--- config.mk ---
export PLATFORM = sky130hd
export DESIGN_NAME = bp_perceptron_core
export DESIGN_NICKNAME = d
export VERILOG_FILES = /design/src/rtl/bp_pkg.sv /design/src/rtl/bp_weight_sat_update.sv /design/src/rtl/bp_perceptron_core.sv
export SDC_FILE = /design/constraint.sdc
export NUM_CORES = 1
export LEC_CHECK = 0
export CORE_MARGIN = 4
export CORE_UTILIZATION = 57
export CTS_BUF_LIST = sky130_fd_sc_hd__clkbuf_8 sky130_fd_sc_hd__clkbuf_16
export CTS_CLUSTER_SIZE = 30
export DETAILED_ROUTE_END_ITERATION = 10
export PLACE_DENSITY = 0.76
export SLEW_MARGIN = 20
export SYNTH_ARGS = -nofsm -noshare
export SYNTH_HDL_FRONTEND = slang
export SYNTH_SLANG_ARGS = --single-unit
--- constraint.sdc ---
create_clock -name clk -period 3.9 [get_ports clk]
set_input_delay 0.78 -clock clk [delete_from_list [all_inputs] [get_ports clk]]
set_output_delay 0.78 -clock clk [all_outputs]
set_load 0.01 [all_outputs]
--- src/rtl/bp_pkg.sv ---
// Shared types and sizing helpers for the perceptron branch predictor.
package bp_pkg;

  typedef enum logic [2:0] {
    ST_IDLE    = 3'd0,
    ST_COMPUTE = 3'd1,
    ST_PRED    = 3'd2,
    ST_TRAIN   = 3'd3,
    ST_RETIRE  = 3'd4
  } bp_state_e;

  // Dot-product accumulator width: one extra bit per doubling of the term
  // count plus a sign bit, so the full sum can never overflow.
  function automatic int unsigned bp_acc_width(input int unsigned weight_w,
                                               input int unsigned hist_len);
    return weight_w + $clog2(hist_len + 1) + 1;
  endfunction

  // Training threshold floor(1.93*hist_len + 14), kept in integer arithmetic.
  function automatic int unsigned bp_default_theta(input int unsigned hist_len);
    return (193 * hist_len + 1400) / 100;
  endfunction

  // Table index width for a given table depth.
  function automatic int unsigned bp_idx_width(input int unsigned num_perceptrons);
    return (num_perceptrons > 1) ? $clog2(num_perceptrons) : 1;
  endfunction

  localparam int unsigned BP_NUM_PERCEPTRONS_DEF = 4;
  localparam int unsigned BP_IDX_W = bp_idx_width(BP_NUM_PERCEPTRONS_DEF);

endpackage

--- src/rtl/bp_weight_sat_update.sv ---
// Combinational saturating weight step: w +/- 1, clamped to the signed range.
module bp_weight_sat_update #(
  parameter int unsigned WEIGHT_W = 8
) (
  input  logic [WEIGHT_W-1:0] w_i,
  input  logic                inc_i,
  output logic [WEIGHT_W-1:0] w_o
);

  localparam logic [WEIGHT_W-1:0] W_MAX = {1'b0, {(WEIGHT_W-1){1'b1}}};
  localparam logic [WEIGHT_W-1:0] W_MIN = {1'b1, {(WEIGHT_W-1){1'b0}}};
  localparam logic [WEIGHT_W-1:0] ONE   = {{(WEIGHT_W-1){1'b0}}, 1'b1};

  // Step towards the requested direction unless already at that rail.
  always_comb begin
    w_o = w_i;
    if (inc_i) begin
      if (w_i != W_MAX) w_o = w_i + ONE;
    end else begin
      if (w_i != W_MIN) w_o = w_i - ONE;
    end
  end

endmodule

--- src/rtl/bp_perceptron_core.sv ---
// Parametrised perceptron branch predictor: serial dot product, serial
// training, one branch in flight, weights held in flops.
module bp_perceptron_core
  import bp_pkg::*;
#(
  parameter int unsigned HIST_LEN        = 8,
  parameter int unsigned NUM_PERCEPTRONS = 4,
  parameter int unsigned WEIGHT_W        = 8,
  parameter int unsigned PC_W            = 8,
  parameter int unsigned THETA           = bp_default_theta(HIST_LEN)
) (
  input  logic            clk,
  input  logic            rst_n,
  input  logic [PC_W-1:0] pc_i,
  input  logic            req_valid_i,
  output logic            req_ready_o,
  output logic            pred_valid_o,
  output logic            pred_taken_o,
  input  logic            outcome_valid_i,
  input  logic            outcome_taken_i,
  output logic            train_done_o,
  output logic            busy_o
);

  localparam int unsigned IDX_W = bp_idx_width(NUM_PERCEPTRONS);
  localparam int unsigned ACC_W = bp_acc_width(WEIGHT_W, HIST_LEN);
  localparam int unsigned CNT_W = $clog2(HIST_LEN + 2);
  localparam logic [CNT_W-1:0] LAST_TERM = CNT_W'(HIST_LEN);
  localparam logic [CNT_W-1:0] LAST_ACC  = CNT_W'(HIST_LEN + 1);

  bp_state_e                    state_q, state_d;
  logic [CNT_W-1:0]             cnt_q, cnt_d;
  logic [IDX_W-1:0]             idx_q, idx_d;
  logic signed [ACC_W-1:0]      y_q, y_d;
  logic signed [WEIGHT_W:0]     term_q, term_d;
  logic                         term_vld_q, term_vld_d;
  logic                         out_q, out_d;
  logic [HIST_LEN-1:0]          hist_q, hist_d;
  logic [WEIGHT_W-1:0]          w_q [NUM_PERCEPTRONS][HIST_LEN+1];
  logic [WEIGHT_W-1:0]          w_d [NUM_PERCEPTRONS][HIST_LEN+1];

  logic [WEIGHT_W-1:0]          w_sel;
  logic [WEIGHT_W-1:0]          w_upd;
  logic signed [WEIGHT_W:0]     w_ext;
  logic [CNT_W-1:0]             cnt_m1;
  logic [HIST_LEN-1:0]          hist_sh;
  logic                         x_pos;
  logic                         y_ge0;
  logic [ACC_W-1:0]             abs_y;
  logic                         low_conf;
  logic                         mispred;
  logic                         unused_pc_bits;

  assign unused_pc_bits = ^pc_i;

  // Operand select: current row weight and input sign for step cnt_q.
  always_comb begin
    w_sel = '0;
    for (int unsigned j = 0; j <= HIST_LEN; j++) begin
      if (cnt_q == CNT_W'(j)) w_sel = w_q[idx_q][j];
    end
    cnt_m1  = cnt_q - 1'b1;
    hist_sh = hist_q >> cnt_m1;
    x_pos   = (cnt_q == '0) ? 1'b1 : hist_sh[0];
    w_ext   = {w_sel[WEIGHT_W-1], w_sel};
    y_ge0   = ~y_q[ACC_W-1];
    abs_y   = y_q[ACC_W-1] ? ACC_W'(-y_q) : ACC_W'(y_q);
    low_conf = (32'(abs_y) <= 32'(THETA));
    mispred  = (y_ge0 != outcome_taken_i);
  end

  // t*x is +1 exactly when the outcome agrees with the input sign.
  bp_weight_sat_update #(
    .WEIGHT_W(WEIGHT_W)
  ) u_sat (
    .w_i   (w_sel),
    .inc_i (out_q == x_pos),
    .w_o   (w_upd)
  );

  // Next-state logic. The +/-w term is registered one cycle before it is
  // accumulated, so COMPUTE spans one extra cycle to drain the last term.
  always_comb begin
    state_d    = state_q;
    cnt_d      = cnt_q;
    idx_d      = idx_q;
    y_d        = y_q;
    out_d      = out_q;
    hist_d     = hist_q;
    w_d        = w_q;
    term_vld_d = (state_q == ST_COMPUTE) && (cnt_q <= LAST_TERM);
    term_d     = x_pos ? w_ext : -w_ext;
    unique case (state_q)
      ST_IDLE: begin
        if (req_valid_i) begin
          idx_d   = pc_i[IDX_W-1:0];
          y_d     = '0;
          cnt_d   = '0;
          state_d = ST_COMPUTE;
        end
      end
      ST_COMPUTE: begin
        if (term_vld_q) begin
          y_d = y_q + $signed({{(ACC_W-WEIGHT_W-1){term_q[WEIGHT_W]}}, term_q});
        end
        if (cnt_q == LAST_ACC) begin
          cnt_d   = '0;
          state_d = ST_PRED;
        end else begin
          cnt_d = cnt_q + 1'b1;
        end
      end
      ST_PRED: begin
        if (outcome_valid_i) begin
          out_d   = outcome_taken_i;
          cnt_d   = '0;
          state_d = (mispred || low_conf) ? ST_TRAIN : ST_RETIRE;
        end
      end
      ST_TRAIN: begin
        for (int unsigned j = 0; j <= HIST_LEN; j++) begin
          if (cnt_q == CNT_W'(j)) w_d[idx_q][j] = w_upd;
        end
        if (cnt_q == LAST_TERM) begin
          state_d = ST_RETIRE;
        end else begin
          cnt_d = cnt_q + 1'b1;
        end
      end
      ST_RETIRE: begin
        hist_d  = {hist_q[HIST_LEN-2:0], out_q};
        state_d = ST_IDLE;
      end
      default: state_d = ST_IDLE;
    endcase
  end

  // State, datapath and weight table registers.
  always_ff @(posedge clk or negedge rst_n) begin
    if (!rst_n) begin
      state_q    <= ST_IDLE;
      cnt_q      <= '0;
      idx_q      <= '0;
      y_q        <= '0;
      term_q     <= '0;
      term_vld_q <= 1'b0;
      out_q      <= 1'b0;
      hist_q     <= '0;
      for (int unsigned r = 0; r < NUM_PERCEPTRONS; r++) begin
        for (int unsigned j = 0; j <= HIST_LEN; j++) begin
          w_q[r][j] <= '0;
        end
      end
    end else begin
      state_q    <= state_d;
      cnt_q      <= cnt_d;
      idx_q      <= idx_d;
      y_q        <= y_d;
      term_q     <= term_d;
      term_vld_q <= term_vld_d;
      out_q      <= out_d;
      hist_q     <= hist_d;
      w_q        <= w_d;
    end
  end

  assign req_ready_o  = (state_q == ST_IDLE);
  assign busy_o       = (state_q != ST_IDLE);
  assign pred_valid_o = (state_q == ST_PRED);
  assign pred_taken_o = (state_q == ST_PRED) && y_ge0;
  assign train_done_o = (state_q == ST_RETIRE);

endmodule

-- After elaboration in Yosys (flattened, before gate mapping)
Index checks and enable logic that the tools add are counted.
W data, S select, Z words.
- $add $sub $neg: 7
- $lt $le $gt $ge: 4
- equality and inequality tests: 23
- shift operators: 1
- multiplexer cells: 76
- bitwise logic cells: 2
- reductions and logical operators: 14
- operator list (operator ; count):
    $mux W288 ; 17
    $bwmux W288 ; 9
    $demux W72 S2 ; 9
    $mux W72 ; 3
    $bmux W72 S2 ; 1
    $mux W8 ; 13
    $mux W64 ; 1
    $mux W56 ; 1
    $mux W48 ; 1
    $mux W40 ; 1
    $mux W13 ; 3
    $mux W32 ; 1
    $pmux W13 S2 ; 1
    $mux W24 ; 1
    $eq A4 B3 Y1 const B ; 4
    $mux W16 ; 1
    $mux W4 ; 4
    $pmux W4 S4 ; 1
    $mux W3 ; 5
    $add A13 B9 Y13 ; 1
    $le A13 B5 Y1 const B ; 1
    $neg A13 Y13 ; 1
    $pmux W3 S4 ; 1
    $mux W9 ; 1
    other kinds (34) ; 45
- flip-flop bits (word level): 329
- input bits: 13
- output and inout bits: 5
- logic and storage cells: 171

-- Longest topological paths before layout
Gate-level depths: netlist of run 1.
- depth after elaboration: 42
- mapped depth: 20
- mapped depth without buffers: 17

-- Hierarchy
Synthesis of run 1 repeated with hierarchy kept, for this count alone.
- cells, all modules: 1235
- area total of the unflattened synthesis: 16589.7 µm²
- modules (own cells, without submodules) (module ; instances ; cells each ; area an instance (µm²) ; seq. area each (µm²)):
    bp_perceptron_core ; 1 ; 1173 ; 16161.8 ; 8232.9
    bp_weight_sat_update ; 1 ; 62 ; 427.9 ; 0.0

-- Worst setup path before layout of run 1
OpenSTA, ideal clock, no wires.
- path kind: register to register
- start: register idx_q[0]
- end: register w_q[70] (netlist name)
- library setup time: 0.125 ns
- arrival: 3.783 ns
- data required time: 3.775 ns
- setup slack: -0.008 ns
- stages on the path, launching flop included: 20
- path buffers: 6
- clock period less this slack: 3.908 ns
- path through: dfrtp_1 -> buf_6 -> buf_6 -> buf_6 -> buf_4 -> buf_4 -> mux4_2 -> nand2_1 -> o211ai_1 -> inv_1 -> ha_1 -> inv_1 -> a221o_1 -> a21oi_2 -> and2_2 -> o21ai_0 -> a31oi_1 -> a311oi_4 -> buf_2 -> mux2_2
- longest elaborated chain between the ends: 42
- elaborated cells between the ends (all ways): 59
- those cells by class: add/sub (2); order compare (2); eq/ne (2); mux (51); bitwise (1); reduce/logical (1)
- ends and longest elaborated chain (what ; line ; text):
    start, declared ; bp_perceptron_core.sv:33 ; logic [IDX_W-1:0] idx_q, idx_d;
    start signal, assigned ; bp_perceptron_core.sv:157 ; idx_q <= idx_d;
    $not A2 Y3 (implied by the code) * ; bp_perceptron_core.sv:60, bp_perceptron_core.sv:122 ;
    $bmux W72 S2 ; bp_perceptron_core.sv:60 ; if (cnt_q == CNT_W'(j)) w_sel = w_q[idx_q][j];
    $mux W72 (implied by the code) (2 in a row) ; bp_perceptron_core.sv:60 ;
    $mux W8 (9 in a row) ; bp_perceptron_core.sv:60 ;
    $sub A8 B1 Y8, or another cell as far along ; bp_weight_sat_update.sv:20 ; if (w_i != W_MIN) w_o = w_i - ONE;
    $mux W8 (on tied branches) ; bp_weight_sat_update.sv:20, bp_weight_sat_update.sv:18 ;
    $mux W8 ; bp_weight_sat_update.sv:17 ; if (inc_i) begin
    $bwmux W288 ; bp_perceptron_core.sv:122 ; if (cnt_q == CNT_W'(j)) w_d[idx_q][j] = w_upd;
    [... 17 more ...] ; -- ;
    $bwmux W288 ; bp_perceptron_core.sv:122 ;
    $mux W288 ; bp_perceptron_core.sv:122 ;
    $mux W288 ; bp_perceptron_core.sv:93 ; unique case (state_q)
    $bwmux W288 ; bp_perceptron_core.sv:122 ;
    $mux W288 ; bp_perceptron_core.sv:122 ;
    $mux W288 ; bp_perceptron_core.sv:93 ;
    $bwmux W288 ; bp_perceptron_core.sv:122 ;
    $mux W288 * ; bp_perceptron_core.sv:122 ;
    end signal, assigned ; bp_perceptron_core.sv:163 ; w_q <= w_d;
    end, declared ; bp_perceptron_core.sv:39 ; logic [WEIGHT_W-1:0] w_q [NUM_PERCEPTRONS][HIST_LEN+1];
Mark *: on every way between the ends. The rest lies on a longest branch, timed or not. The select of a mux whose other input is x is not followed.
A chain may end at the register's enable or synchronous reset.

-- Final worst setup path of run 1
- start: register idx_q[0]
- end: register w_q[59] (netlist name)
The elaborated chain is that of the path after synthesis.

==> results.toml, run 1 <==
[status]
status = "finished with violations"
failed_checks = "setup timing"

[layout]
fill_cells = 1737
drive_gt1_share_pct = 31.7
ff_latch_area_sq_mm = 0.00824
design_area_sq_mm = 0.0195
antenna_cells = 0
final_nets = 1605
fin_cells = 1969
final_common_cell = "nand2_1"
area_growth_pct = 22.5
multiInputGateArea_sq_mm = 0.00784
final_cell_mix = "nand2_1 (336), dfrtp_1 (326), o21ai_2 (110), o21ai_1 (104), buf_4 (96)"

[setup_path]
critPathLaunch = "idx_q[0]$_DFFE_PN0P_"
cp_max_fo = 7
cp.required_ns = 4.26
worst-setup-path-type = "flop to flop"
ff2ff_setup_slack_ns = -0.16
arrival_ns = 4.42
regToRegStartpoint = "idx_q[0]$_DFFE_PN0P_"
critPathLaunchType = "flop"
crit_path_end_kind = "flop"

[floorplan]
die_area_sq_mm = 0.0307
rows = 60
core_area_sq_mm = 0.0273
die_w_microns = 175
initial_core_util_pct = 58.4
ios = 18
fp.dieH_microns = 175

[timing]
fin_ws_ns = -0.164
hold_viol_final = 0
worst_pin_slew_ns = 1.00
fin_crit_ns = 4.06
fin_skew_ns = 0.0315
slew_viol_final = 0
fin_hold_ws_ns = 0.303
max-slew-margin-rel_pct = 33.1
max_freq_ghz = 0.246
period_share_pct = 104
rsz0062_at_grt = "true"
setup_viol = 250

[global_route]
met1_usage_pct = 36.3
grt.overflow.total = 0
use_met2_pct = 44.5
grt_util_met3_pct = 4.44
grt_use_total_pct = 26.8
grt_pass1_vias = 12300
grt_pass1_wl_mm = 66.0
grt_max_degree = 95
busiest_layer = "met2"
antenna_found_initial = 1

[route]
dr.pass1.iters = 7
wl_per_cell_microns = 22.4
drc = 0
vias = 12700
drt_first_iter_violations = 1313
ant_nets = 0
via_per_inst = 6.43
drt_wl_total_mm = 44.1

[yosys]
synth_area_leaders = "dfrtp_1 (52%), mux4_2 (9.5%), nand2_1 (8.0%)"
yosysSeqAreaShare_pct = 51.7
synth_edf_count = 0
synthCells = 1484
synthDistinctLibCells = 82
yosys.area.top_type = "dfrtp_1"
synth_top_area_share_pct = 51.7
synth-main-ff-cell = "dfrtp_1"
synth-seq-cells = 329
ys_warn_count = 0
syn-cell-area_sq_mm = 0.0159
syn_nets = 1517
async_flop_share_pct = 100
syn_area_per_cell_sq_um = 10.7

[clocking]
cts_tree = "yes"
cts_hold_buf = 0
clock-sinks = 329
clkLatencyLatePin_ns = 0.52
clkSlewWorstSetupHoldPaths_ns = 0.06
cts_buffer_depth = 3
root_buffer = "clkbuf_16"
cts_htree_levels = 2
cts_buffers = 35

[placement]
post-dp-hpwl_mm = 26.2
portBuffers = 11
place.gp.congestion = 0.872
placed_cell_area_sq_mm = 0.0171
dp_cells = 1870

[run]
maxCapViolCount = 0

[hold_path]
min_path_type = "primary input to asynchronous set/reset pin"
[worst max-delay path: stages, from the launching register on]
cell	delay, ns
dfrtp_4	0.47
buf_12	0.16
buf_12	0.14
buf_4	0.16
mux4_2	0.57
a22o_1	0.30
a211o_1	0.33
a221o_1	0.41
a21oi_2	0.18
nand3_2	0.14
o21ai_4	0.21
buf_6	0.14
o21bai_2	0.10
xnor2_4	0.17
buf_12	0.16
clkbuf_16	0.17
o21ai_1	0.08
[cells by family after synthesis]
kind of cell | after synthesis | share of synthesized area [%]
multiplexers | 132 | 14.0
XOR/XNOR | 26 | 1.67
AND/OR/NAND/NOR | 474 | 13.1
AO/OA/AOI/OAI | 379 | 14.2
adder cells (fa/ha/maj) | 20 | 1.62
flip-flops | 329 | 51.7
buffers and inverters | 124 | 3.65
[layer usage]
metal  routed length [microns]  up-vias
li1                          -     5506
met1                     16800     6331
met2                     21700      651
met3                      3610      171
met4                      1980        2
met5                        14        -
[cell usage after synthesis, types with 3 or more instances]
| library cell | instances |
|---|---|
| a22o_1 | 15 |
| and2_1 | 7 |
| and3_1 | 8 |
| xnor2_1 | 18 |
| nor3_1 | 14 |
| o22ai_1 | 11 |
| mux4_2 | 67 |
| nor2b_1 | 9 |
| o21ai_0 | 131 |
| mux2_2 | 58 |
| o21ai_1 | 137 |
| a31oi_1 | 11 |
| buf_4 | 11 |
| nand3b_1 | 4 |
| nor2_1 | 30 |
| nor4_1 | 4 |
| dfrtp_1 | 329 |
| and3b_1 | 4 |
| a21oi_1 | 16 |
| a22oi_1 | 6 |
| ha_1 | 19 |
| o21bai_1 | 4 |
| buf_6 | 5 |
| nand2_1 | 339 |
| buf_2 | 30 |
| nand2b_1 | 9 |
| xor2_1 | 6 |
| nor3b_1 | 3 |
| a211o_1 | 4 |
| mux2i_1 | 7 |
| inv_1 | 17 |
| nand4_1 | 6 |
| or3_1 | 4 |
| clkbuf_1 | 59 |
| nand3_1 | 16 |
| o211ai_1 | 6 |
[sequential cells by signal, summed over array words and instances, names as in the netlist]
name	flops
out_q	1
term_q	9
term_vld_q	1
y_q	13
cnt_q	4
hist_q	8
w_q	288
state_q	3
idx_q	2
[stage by stage]
step | setup TNS (ns) | util, % | setup WS, ns
CTS | -0.0299 | 68.1 | -0.0159
global route | -34.98 | 71.6 | -0.193
floorplan | 0 | - | 0.0152
finish | -25.33 | 71.6 | -0.164
global placement | -3.12 | 62.6 | -0.0813
detailed placement | -11.38 | 62.6 | -0.161
[final timing paths]
kind | cells past startpoint | to
max | 16 | w_q[59]$_DFFE_PN0P_
min | 1 | w_q[71]$_DFFE_PN0P_
max reg2reg | 16 | w_q[59]$_DFFE_PN0P_
min reg2reg | 2 | w_q[45]$_DFFE_PN0P_
max in group asynchronous | 2 | w_q[81]$_DFFE_PN0P_
min in group clk | 2 | w_q[45]$_DFFE_PN0P_
[area by class of cell]
class / count / area share [%]
Clock buffer: 40 / 4.84
Multi-Input combinational cell: 1031 / 40.2
Clock inverter: 22 / 1.17
Inverter: 17 / 0.327
Tap cell: 372 / 2.39
Timing Repair Buffer: 158 / 8.87
Sequential cell: 329 / 42.2
[repair_timing]
item,4_1_cts,5_1_grt
pin swaps,12,89
gates cloned,2,8
endpoints found under the setup margin,219,288
buffers inserted,18,15
gates resized for setup,40,247
Power of run 1 is not shown: default switching activity piles up to over one toggle a cycle in this logic, so the estimate is an artifact.
==> run 2: changes to the inputs <==
- CTS_CLUSTER_DIAMETER: unset -> 120
- SETUP_SLACK_MARGIN: unset -> 0.2
- SKIP_CTS_REPAIR_TIMING: unset -> 1
==> run 2 against run 1 <==
Effect of this change:
- the run still ends with setup timing left
- design area fell by 6.7%
- sequential share of layout area rose by 3.0 points
- maximum frequency decreased by 0.45%
- global-route usage is 2.1 points lower
- cell count shrank 2.7%
- worst setup slack got worse by 0.018 ns
- register-to-register slack lost 0.02 ns
- non-clock buffer count decreased by 9
- critical path type unchanged
- critical endpoint is now w_q[17]$_DFFE_PN0P_
==> results.toml, run 2 (synthesis gave the netlist of run 1 again) <==
[status]
status = "finished with violations"
failed_checks = "setup timing"

[layout]
drive_gt1_share_pct = 24.3
reg.largest.list = "w_q x288, y_q x13, term_q x9"
fill_cells = 1966
final_cell_mix = "nand2_1 (338), dfrtp_1 (326), o21ai_1 (145), buf_4 (101), o21ai_0 (86)"
area_growth_pct = 14.3
final_nets = 1575
largest_reg_flops = 288
top_register = "w_q"
final_common_cell = "nand2_1"
antenna_cells = 0

[route]
vias = 11800
drt_wl_total_mm = 39.7
drt_first_iter_violations = 1149
dr.pass1.iters = 5
wl_per_cell_microns = 20.7
via_per_inst = 6.18
drc = 0
ant_nets = 0

[setup_path]
worst_r2r_path_depth = 18
critPathLaunchType = "flop"
arrival_ns = 4.52
rr_endpoint = "w_q[17]$_DFFE_PN0P_"
ff2ff_setup_slack_ns = -0.18
regToRegStartpoint = "idx_q[0]$_DFFE_PN0P_"
crit_path_end_kind = "flop"
cp_max_fo = 10
worst-setup-path-type = "flop to flop"
cp.required_ns = 4.34

[global_route]
antenna_found_initial = 0
grt_pass1_vias = 11500
grt_use_total_pct = 24.6
grt_pass1_wl_mm = 61.4
grt.overflow.total = 0
grt_max_degree = 112

[timing]
fin_crit_ns = 4.08
period_share_pct = 105
max-slew-margin-rel_pct = 40.8
setup_viol = 202
rsz0062_at_grt = "true"
fin_ws_ns = -0.182
max_freq_ghz = 0.245
worst_pin_slew_ns = 0.888
fin_skew_ns = 0.0283
hold_viol_final = 0
slew_viol_final = 0

[clocking]
cts_buffer_depth = 3
cts_htree_levels = 1
clkLatencyLatePin_ns = 0.53
cts_buffers = 14
root_buffer = "clkbuf_16"
clkSlewWorstSetupHoldPaths_ns = 0.12
clock-sinks = 329
cts_tree = "yes"

[hold_path]
min_path_type = "primary input to asynchronous set/reset pin"

[placement]
dpl_worst_slack_ns = -0.164
portBuffers = 11
place.gp.congestion = 0.889
post-dp-hpwl_mm = 26.3

[floorplan]
initial_core_util_pct = 58.4
rows = 60
core_area_sq_mm = 0.0273
ios = 18
fp.dieH_microns = 175
die_w_microns = 175
die_area_sq_mm = 0.0307

[run]
maxCapViolCount = 0
## run 2: cell count changes in the layout (fill, tap and decap cells not counted), moves of 4 or more
cell / before / now
o21ai_2: 110 / 36
bufinv_16: 4 / 0
buf_4: 96 / 101
o21ai_1: 104 / 145
buf_12: 26 / 22
clkinv_2: 9 / 0
buf_6: 16 / 8
o21ai_0: 52 / 86
inv_1: 19 / 15
clkbuf_16: 41 / 20
clkbuf_8: 5 / 0
## run 2: worst max path at each step
stage | cells after the start | start | slack, ns | endpoint
detailed placement | 20 | cnt_q[1]$_DFFE_PN0P_ | -0.16 | w_q[37]$_DFFE_PN0P_
global placement | 19 | cnt_q[1]$_DFFE_PN0P_ | -0.13 | w_q[56]$_DFFE_PN0P_
CTS | 20 | cnt_q[1]$_DFFE_PN0P_ | -0.31 | w_q[193]$_DFFE_PN0P_
finish | 18 | idx_q[0]$_DFFE_PN0P_ | -0.18 | w_q[17]$_DFFE_PN0P_
floorplan | 19 | cnt_q[1]$_DFFE_PN0P_ | 0.05 | w_q[70]$_DFFE_PN0P_
global route | 19 | idx_q[0]$_DFFE_PN0P_ | -0.27 | w_q[121]$_DFFE_PN0P_
## run 2: metal layers
metal | up-vias | part of all wire (%) | wire (microns) | global-route usage, %
li1 | 5397 | - | - | -
met2 | 418 | 49 | 19300 | 41.3
met3 | 83 | 6.7 | 2650 | 2.64
met1 | 5937 | 41 | 16400 | 35.1
met4 | 0 | 3.3 | 1300 | 6.15
met5 | - | 0 | 0 | 0
## run 2: worst max-delay path, cell delays in order, from the launching register on
cell	delay, ns
dfrtp_4	0.53
buf_8	0.18
mux4_2	0.52
a32oi_1	0.25
nand2_1	0.08
or3_4	0.41
inv_4	0.07
ha_4	0.12
inv_2	0.03
a221o_1	0.30
a21oi_2	0.22
nand3_2	0.15
o21ai_4	0.25
buf_6	0.14
nand2_2	0.04
a32o_2	0.26
buf_12	0.15
clkbuf_16	0.17
o21ai_2	0.11
## run 2: metrics by stage
stage	util (%)	TNS [ns]	hold slack (ns)	cells	area, sq um
floorplan	-	0	0.444	1484	16100
CTS	64.4	-44.51	0.359	1893	17500
global route	66.8	-43.19	0.388	1915	18200
detailed placement	63.0	-17.56	0.465	1876	17200
global placement	63.0	-6.07	0.456	1876	17200
finish	66.8	-20.47	0.267	1915	18200
## run 2: area by class of cell
cell class | instances | area [sq um] | area share [%]
clock inverters | 2 | 7.51 | 0.0412
multi-input cells | 1031 | 7490 | 41.1
well taps | 372 | 465 | 2.56
clock buffers | 15 | 375 | 2.06
inverters | 17 | 68.8 | 0.378
repair buffers | 149 | 1560 | 8.56
flip-flops and latches | 329 | 8240 | 45.3
Power of run 2 is left out for the same reason.
==> run 3: changes to the inputs <==
- CORE_UTILIZATION: 57 -> 60
- PLACE_DENSITY: 0.76 -> 0.77
- clock period: 3.9 -> 3.96 ns (I/O delays scaled with it)
==> run 3 against run 2 <==
Effect of this change:
- the run still ends with setup timing left
- maximum frequency increased by 2.2%
- via count decreased by 0.40%
- utilization increased by 1.5 points
- clock skew decreased by 0.0074 ns
- register-to-register slack improved by 0.15 ns
- cell count decreased by 2.5%
- global-route usage increased by 1.7 points
- hold slack got worse by 0.012 ns
- flip-flop and latch count unchanged
- critical path depth decreased by 4
- sequential share of layout area increased by 1.0 points
- non-clock buffer count decreased by 12
- largest cell class unchanged
- highest routed layer unchanged
==> results.toml, run 3 (synthesis gave the netlist of run 1 again) <==
[timing]
max-slew-margin-rel_pct = 32.0
fin_skew_ns = 0.0209
period_share_pct = 101
max_freq_ghz = 0.250
fin_ws_ns = -0.0332
tns_ns = -0.355
slew_viol_final = 0
hold_viol_final = 0
setup_viol = 21
rsz0062_at_grt = "true"
fin_hold_ws_ns = 0.254
worst_pin_slew_ns = 1.02
fin_crit_ns = 3.99

[layout]
area_growth_pct = 11.8
largest_reg_flops = 288
final_common_cell = "nand2_1"
final_nets = 1563
fin_cells = 1867
top_register = "w_q"
reg.largest.list = "w_q x288, y_q x13, term_q x9"
final_cell_mix = "nand2_1 (338), dfrtp_1 (326), o21ai_1 (168), buf_4 (97), o21ai_0 (86)"
antenna_cells = 0
drive_gt1_share_pct = 21.9
fill_cells = 1883

[clocking]
cts_buffers = 14
cts_buffer_depth = 3
clock-sinks = 329
clkSlewWorstSetupHoldPaths_ns = 0.12
cts_tree = "yes"
clkLatencyLatePin_ns = 0.51
cts_htree_levels = 1
root_buffer = "clkbuf_16"

[route]
drc = 0
drt_wl_total_mm = 39.3
dr.pass1.iters = 6
drt_first_iter_violations = 1138
vias = 11800
wl_per_cell_microns = 21.1
ant_nets = 0
via_per_inst = 6.31

[setup_path]
crit_path_end_kind = "flop"
arrival_ns = 4.37
cp_cell_sequence = "buf_12 -> buf_4 -> mux4_2 -> a22o_1 -> a211o_1 -> a221o_1 -> a21oi_2 -> nand3_2 -> o21ai_4 -> a2bb2oi_4 -> xnor2_4 -> buf_12 -> buf_6 -> o21ai_1"
cp_slowest_stage_delay_ns = 0.58
critPathLaunchType = "flop"
cp_max_fo = 10
cp_slowest_cell = "dfrtp_4"
cp.required_ns = 4.33
worst-setup-path-type = "flop to flop"
cpMostUsedCell = "buf_12"

[global_route]
antenna_found_initial = 0
grt_max_degree = 106
grt_use_total_pct = 26.3
grt_pass1_vias = 11300
grt_pass1_wl_mm = 61.2
grt.overflow.total = 0

[status]
failed_checks = "setup timing"
status = "finished with violations"

[floorplan]
core_area_sq_mm = 0.0261
die_area_sq_mm = 0.0292
initial_core_util_pct = 61.1
ios = 18
fp.dieH_microns = 171
rows = 59
die_w_microns = 171

[placement]
post-dp-hpwl_mm = 26.0
dp_cells = 1831
portBuffers = 11
place.gp.congestion = 0.912

[hold_path]
min_path_type = "primary input to asynchronous set/reset pin"

[run]
maxCapViolCount = 0
[run 3: cell count changes in the layout (fill, tap and decap cells not counted), sizes merged]
| cell | before | now |
|---|---|---|
| buf | 134 | 123 |
| clkbuf | 20 | 19 |
| inv | 19 | 20 |
[run 3: cell type report]
| type | count | area (sq um) | area share, % |
|---|---|---|---|
| Sequential cell | 329 | 8240 | 46.3 |
| Tap cell | 335 | 419 | 2.35 |
| Multi-Input combinational cell | 1031 | 7310 | 41.0 |
| Inverter | 17 | 66.3 | 0.372 |
| Clock buffer | 15 | 375 | 2.11 |
| Timing Repair Buffer | 137 | 1390 | 7.78 |
| Clock inverter | 3 | 11.3 | 0.0632 |
[run 3: layer usage]
metal	part of all wire, %	up-vias	GRT usage, %
li1	-	5372	-
met1	42	5871	38.0
met2	48	445	42.3
met3	7.1	100	3.60
met4	3.6	0	8.13
met5	0	-	0
[run 3: critical path: cells and delay by family, from the launching register on]
kind	cells	cell delay [ns]
AO/OA/AOI/OAI	7	1.71
buffers and inverters	4	0.69
flip-flops	1	0.58
multiplexers	1	0.56
XOR/XNOR	1	0.15
AND/OR/NAND/NOR	1	0.14
[run 3: stage by stage]
step / setup WS, ns / utilization, % / area, sq um
2_1_floorplan: 0.111 / - / 16000
3_3_place_gp: 0.0355 / 65.3 / 17000
3_5_place_dp: -0.0462 / 65.3 / 17000
4_1_cts: -0.100 / 66.7 / 17400
5_1_grt: -0.199 / 68.3 / 17800
6_report: -0.0332 / 68.3 / 17800
[run 3: final timing paths]
path                                            from              endpoint  slack [ns]  cells after the start
worst max-delay path            idx_q[0]$_DFFE_PN0P_  w_q[277]$_DFFE_PN0P_       -0.03                     14
worst max register to register  idx_q[0]$_DFFE_PN0P_  w_q[277]$_DFFE_PN0P_       -0.03                     14
worst min-delay path                           rst_n  w_q[283]$_DFFE_PN0P_        0.25                      1
max in group asynchronous                      rst_n  w_q[230]$_DFFE_PN0P_        2.72                      2
min in group clk                w_q[130]$_DFFE_PN0P_  w_q[130]$_DFFE_PN0P_        0.49                      2
worst min register to register  w_q[130]$_DFFE_PN0P_  w_q[130]$_DFFE_PN0P_        0.49                      2
Power of run 3 is left out for the same reason.
